===== config.mk =====
export PLATFORM = sky130hd
export DESIGN_NAME = fetch_ctrl
export DESIGN_NICKNAME = d
export VERILOG_FILES = /design/src/rtl/fetch_ctrl.sv
export SDC_FILE = /design/constraint.sdc
export NUM_CORES = 1
export LEC_CHECK = 0
export CAP_MARGIN = 20
export CORE_UTILIZATION = 40
export DETAILED_ROUTE_END_ITERATION = 10
export GPL_TIMING_DRIVEN = 0
export PLACE_DENSITY = 0.73
export SETUP_SLACK_MARGIN = 0.2
export SYNTH_ARGS = -nofsm -noshare
export SYNTH_HDL_FRONTEND = slang
export SYNTH_SLANG_ARGS = --single-unit

===== constraint.sdc =====
create_clock -name clk -period 7.83 [get_ports clk]
set_input_delay 1.566 -clock clk [delete_from_list [all_inputs] [get_ports clk]]
set_output_delay 1.566 -clock clk [all_outputs]
set_load 0.005 [all_outputs]

===== src/rtl/fetch_ctrl.sv =====
// Fetch-stage sequencing controller: gates start, picks the next PC, raises the PC
// write enable and IF/ID valid/flush, holds redirects across memory stalls, counts fetches.
module fetch_ctrl #(
    parameter int unsigned PC_STEP = 32'd4,
    parameter int unsigned CNT_W   = 32
) (
    input  logic             clk,
    input  logic             rst,
    input  logic             startProcess,
    input  logic [31:0]      pcCur,
    input  logic             stall,
    input  logic             branchTaken,
    input  logic [31:0]      branchTarget,
    input  logic             imemReady,
    input  logic             haltReq,
    output logic             pcWrite,
    output logic [31:0]      pcNext,
    output logic             fetchValid,
    output logic             flushIF,
    output logic             done,
    output logic [CNT_W-1:0] fetchCount
);

    typedef enum logic [1:0] {
        IDLE     = 2'd0,
        RUN      = 2'd1,
        WAIT_MEM = 2'd2,
        HALTED   = 2'd3
    } state_t;

    localparam logic [31:0]      STEP_C    = 32'(PC_STEP);
    localparam logic [CNT_W-1:0] CNT_MAX_C = {CNT_W{1'b1}};
    localparam logic [CNT_W-1:0] CNT_ONE_C = CNT_W'(1'b1);

    state_t      state_r, state_s;
    logic        pend_valid_r, pend_valid_s;
    logic [31:0] pend_target_r, pend_target_s;
    logic [CNT_W-1:0] fetch_count_r;
    logic        redir_s;
    logic [31:0] redir_target_s;

    // A same-cycle branch outranks a held one; the held target is used until applied.
    always_comb begin
        redir_s        = branchTaken | pend_valid_r;
        redir_target_s = branchTaken ? branchTarget : pend_target_r;
        pcNext         = redir_s ? redir_target_s : (pcCur + STEP_C);
    end

    // Next-state and enable decode; RUN and WAIT_MEM share the same rules.
    always_comb begin
        state_s       = state_r;
        pend_valid_s  = pend_valid_r;
        pend_target_s = pend_target_r;
        pcWrite       = 1'b0;
        fetchValid    = 1'b0;
        flushIF       = 1'b0;
        done          = 1'b0;
        case (state_r)
            IDLE: begin
                if (startProcess) begin
                    state_s = RUN;
                end else begin
                    state_s = IDLE;
                end
            end
            RUN, WAIT_MEM: begin
                if (haltReq) begin
                    pend_valid_s = 1'b0;
                    state_s      = HALTED;
                end else if (!startProcess) begin
                    state_s = IDLE;
                end else if (imemReady) begin
                    state_s = RUN;
                    if (redir_s) begin
                        pcWrite      = 1'b1;
                        flushIF      = 1'b1;
                        pend_valid_s = 1'b0;
                    end else begin
                        pcWrite    = ~stall;
                        fetchValid = ~stall;
                    end
                end else begin
                    // Memory busy: remember the newest redirect until data arrives.
                    state_s = WAIT_MEM;
                    if (branchTaken) begin
                        pend_valid_s  = 1'b1;
                        pend_target_s = branchTarget;
                    end else begin
                        pend_valid_s  = pend_valid_r;
                    end
                end
            end
            HALTED: begin
                done    = 1'b1;
                state_s = HALTED;
            end
            default: begin
                state_s = IDLE;
            end
        endcase
    end

    // State, pending redirect and saturating fetch counter.
    always_ff @(posedge clk) begin
        if (rst) begin
            state_r       <= IDLE;
            pend_valid_r  <= 1'b0;
            pend_target_r <= 32'h0000_0000;
            fetch_count_r <= {CNT_W{1'b0}};
        end else begin
            state_r       <= state_s;
            pend_valid_r  <= pend_valid_s;
            pend_target_r <= pend_target_s;
            if (pcWrite && (fetch_count_r != CNT_MAX_C)) begin
                fetch_count_r <= fetch_count_r + CNT_ONE_C;
            end
        end
    end

    assign fetchCount = fetch_count_r;

endmodule

==> impl_results.md <==
* Rel. slew slack at 0.3589
* Post-CTS Setup Inserts at 0
* Mapped cell area at 0.004239 sq mm
* Peak Freq at 167.0 MHz
* Final Util at 0.5841
* Via count of the first global-routing pass at 4555
* Via/cell ratio at 5.453
* Global-route wire length before repair at 21870 microns
* Min-delay worst type: reg -> reg
* Pins over their slew limit at 0
* # hold bufs at CTS at 0
* Kind of start point of the critical path: input pin
* Finish-stage setup viols at 0
* Number of design-rule violations left by the first detailed-router iteration at 188
* Detailed-router iteration count before antenna repair at 4
* Measured slew at the worst slew-check pin at 0.9528 ns
* Initial Util at 0.4125
* Remaining Overflow, GRT at 0
* I/O pin count at 139
* Total number of H-tree levels at 3
* Mapped Nets at 642
* WL per Instance at 15.52 microns
* Port Buffer Count at 136
* Post-route setup TNS at 0 ns
* Initial antenna violation count at 0
* Nets@finish at 790
* Maximum resistive drop on vdd at 0.0001034 V
* Flops & latches, synth at 67
* Seq/Total Area, Yosys at 0.3164
* Worst clock skew on the final layout at 0.007839 ns
* Inserted Clock Buffers at 9
* Clock tree from TritonCTS: built
* Share of synthesized flip-flops with an asynchronous set or reset at 0
* Top FF cell, synth: sky130_fd_sc_hd__dfxtp_1
* Post-synth EDFFs at 0
* Largest net degree at the start of global routing at 14
* Floorplan Core Area at 0.01028 sq mm
* Most common library cells after synthesis: 111 x sky130_fd_sc_hd__nand2_1, 67 x sky130_fd_sc_hd__dfxtp_1, 60 x sky130_fd_sc_hd__a21oi_1
* Setup crit end kind: primary output
* Standard-cell rows at 37
* Maximum clock insertion buffer count at 2
* Latest clock arrival within the worst-skew pair at 0.35 ns
* Estimated wirelength of the detail-placed design at 9964 microns
* Syn_area_per_cell at 7.476 sq um
* Setup repair after global routing missed its margin: no
* PostCTS Resize Cnt at 0
* Top-count cell post-synth: sky130_fd_sc_hd__nand2_1
* Antenna diode count at 0
* Die area at 0.01101 sq mm
* Period Utilization, post-route at 0.7648
* Cell chain of the critical path: clkdlybuf4s50_1 > nand4_1 > nor3_2 > nand4_1 > or3_1 > a31oi_1 > clkdlybuf4s50_1
* Number of nets still failing antenna checks after routing at 0
* Post-synth top area share at 0.3164
* Maximum Capacitance Violations at 0
* Yosys warning total at 0
* Die extent in y at 104.9 microns
* Clock edge transition at the registers on the reported setup and hold paths at 0.07 ns
* Top post-synthesis cells by area: sky130_fd_sc_hd__dfxtp_1 32%, sky130_fd_sc_hd__nand2_1 9.8%, sky130_fd_sc_hd__a21oi_1 7.1%
* DRC at 0
* Slowest CP cell: sky130_fd_sc_hd__nor3_2
* DRT Wirelength at 13290 microns
* Layout overhead on the synthesized area at 41.62%
* Clock Sink Count at 67
* Run status: completed
* Routed vias at 4668
* Total routing resource utilization after global routing at 0.2441
* CP Data Required Time at 6.26 ns
* Post-Route Hold Slack at 0.4553 ns
* Final min period at 5.988 ns
* Delay of the slowest cell on the worst path at 0.59 ns
* Cell at the root of the clock tree: sky130_fd_sc_hd__clkbuf_8
* Power density relative to cell area at 135.5 mW/mm^2
* Distinct cells, synth at 49
* Share of layout cells above drive strength 1 at 0.06944
* Hold violation count in the final report at 0
* Leakage power figure at 1.971 nW
* Routability Congestion at 0.9451
* Max FO, Critical Path at 7
* Crit Path Class: in -> out
* Die outline width at 104.9 microns
* Critical path arrival at 4.42 ns
* Post-synth top area cell: sky130_fd_sc_hd__dfxtp_1
* Gate Count Post-Synth at 567
## cell families after synthesis
kind of cell,count (synthesis),share of synthesized area
simple gates,272,0.3170
compound gates,120,0.1715
flops,67,0.3164
buf+inv,43,0.04516
xor+xnor,35,0.07232
mux,26,0.06582
fa+ha+maj,4,0.01181
## flip-flops by register name, indices dropped and copies added, names as in the netlist
register	flops
fetchCount	32
pend_target_r	32
state_r	2
pend_valid_r	1
## routing by layer
layer | up-vias | share of wire | GRT usage | routed length, microns
li1 | 2298 | - | - | -
met1 | 2155 | 0.44 | 0.3026 | 5840
met2 | 193 | 0.48 | 0.4196 | 6367
met3 | 22 | 0.064 | 0.05178 | 852
met4 | 0 | 0.017 | 0.07948 | 225
met5 | - | 0 | 0 | 0
## where the power goes
group	leakage [nW]	internal [mW]	switching (mW)
Clock	0.106	0.181	0.147
Sequential	0.540	0.342	0.00125
Combinational	1.33	0.0777	0.0636
Total	1.97	0.601	0.212
## metrics by stage
step / power [mW] / std cells / worst slack (ns) / cell area (sq um)
after floorplan: 0.4043 / 567 / 3.278 / 4239
after global placement: 0.4900 / 839 / 1.707 / 5771
after detailed placement: 0.4919 / 839 / 1.649 / 5771
after CTS: 0.8176 / 855 / 1.634 / 5996
after global routing: 0.8493 / 856 / 1.694 / 6003
final: 0.8137 / 856 / 1.842 / 6003
## layout make-up
class / instances / area [sq um]
buffer: 34 / 157.7
clock buffer: 9 / 123.9
clock inverter: 7 / 101.3
fill: 941 / 4274
inverter: 9 / 33.78
multi-input combinational: 457 / 2706
sequential: 67 / 1341
tap: 136 / 170.2
timing repair buffer: 137 / 1369
## worst max-delay path, delay by kind of cell
family	cells	cell delay, ns
buf+inv	2	1.09
simple gates	4	1.58
compound gates	1	0.19
## layout by cell type, fill, tap and decap left out, types with 14 or more instances in the layout
| cell | instances |
|---|---|
| sky130_fd_sc_hd__xnor2_1 | 14 |
| sky130_fd_sc_hd__a21oi_1 | 60 |
| sky130_fd_sc_hd__dfxtp_1 | 67 |
| sky130_fd_sc_hd__o21ai_0 | 20 |
| sky130_fd_sc_hd__nor2_1 | 45 |
| sky130_fd_sc_hd__clkbuf_1 | 28 |
| sky130_fd_sc_hd__nand2_1 | 111 |
| sky130_fd_sc_hd__nand4_1 | 17 |
| sky130_fd_sc_hd__xor2_1 | 21 |
| sky130_fd_sc_hd__nor2b_1 | 23 |
| sky130_fd_sc_hd__clkdlybuf4s50_1 | 136 |
| sky130_fd_sc_hd__a211oi_1 | 15 |
| sky130_fd_sc_hd__nand3_1 | 26 |
## worst paths after layout
| path | start | endpoint | slack (ns) | cells after the start |
|---|---|---|---|---|
| worst max-delay path | pcCur[5] | pcNext[26] | 1.84 | 7 |
| worst min-delay path | pend_target_r[18] | pend_target_r[18] | 0.46 | 2 |
| worst max register to register | state_r[0] | fetchCount[29] | 5.06 | 8 |
| worst min register to register | pend_target_r[18] | pend_target_r[18] | 0.46 | 2 |
Power figures use the tool's default switching activity.
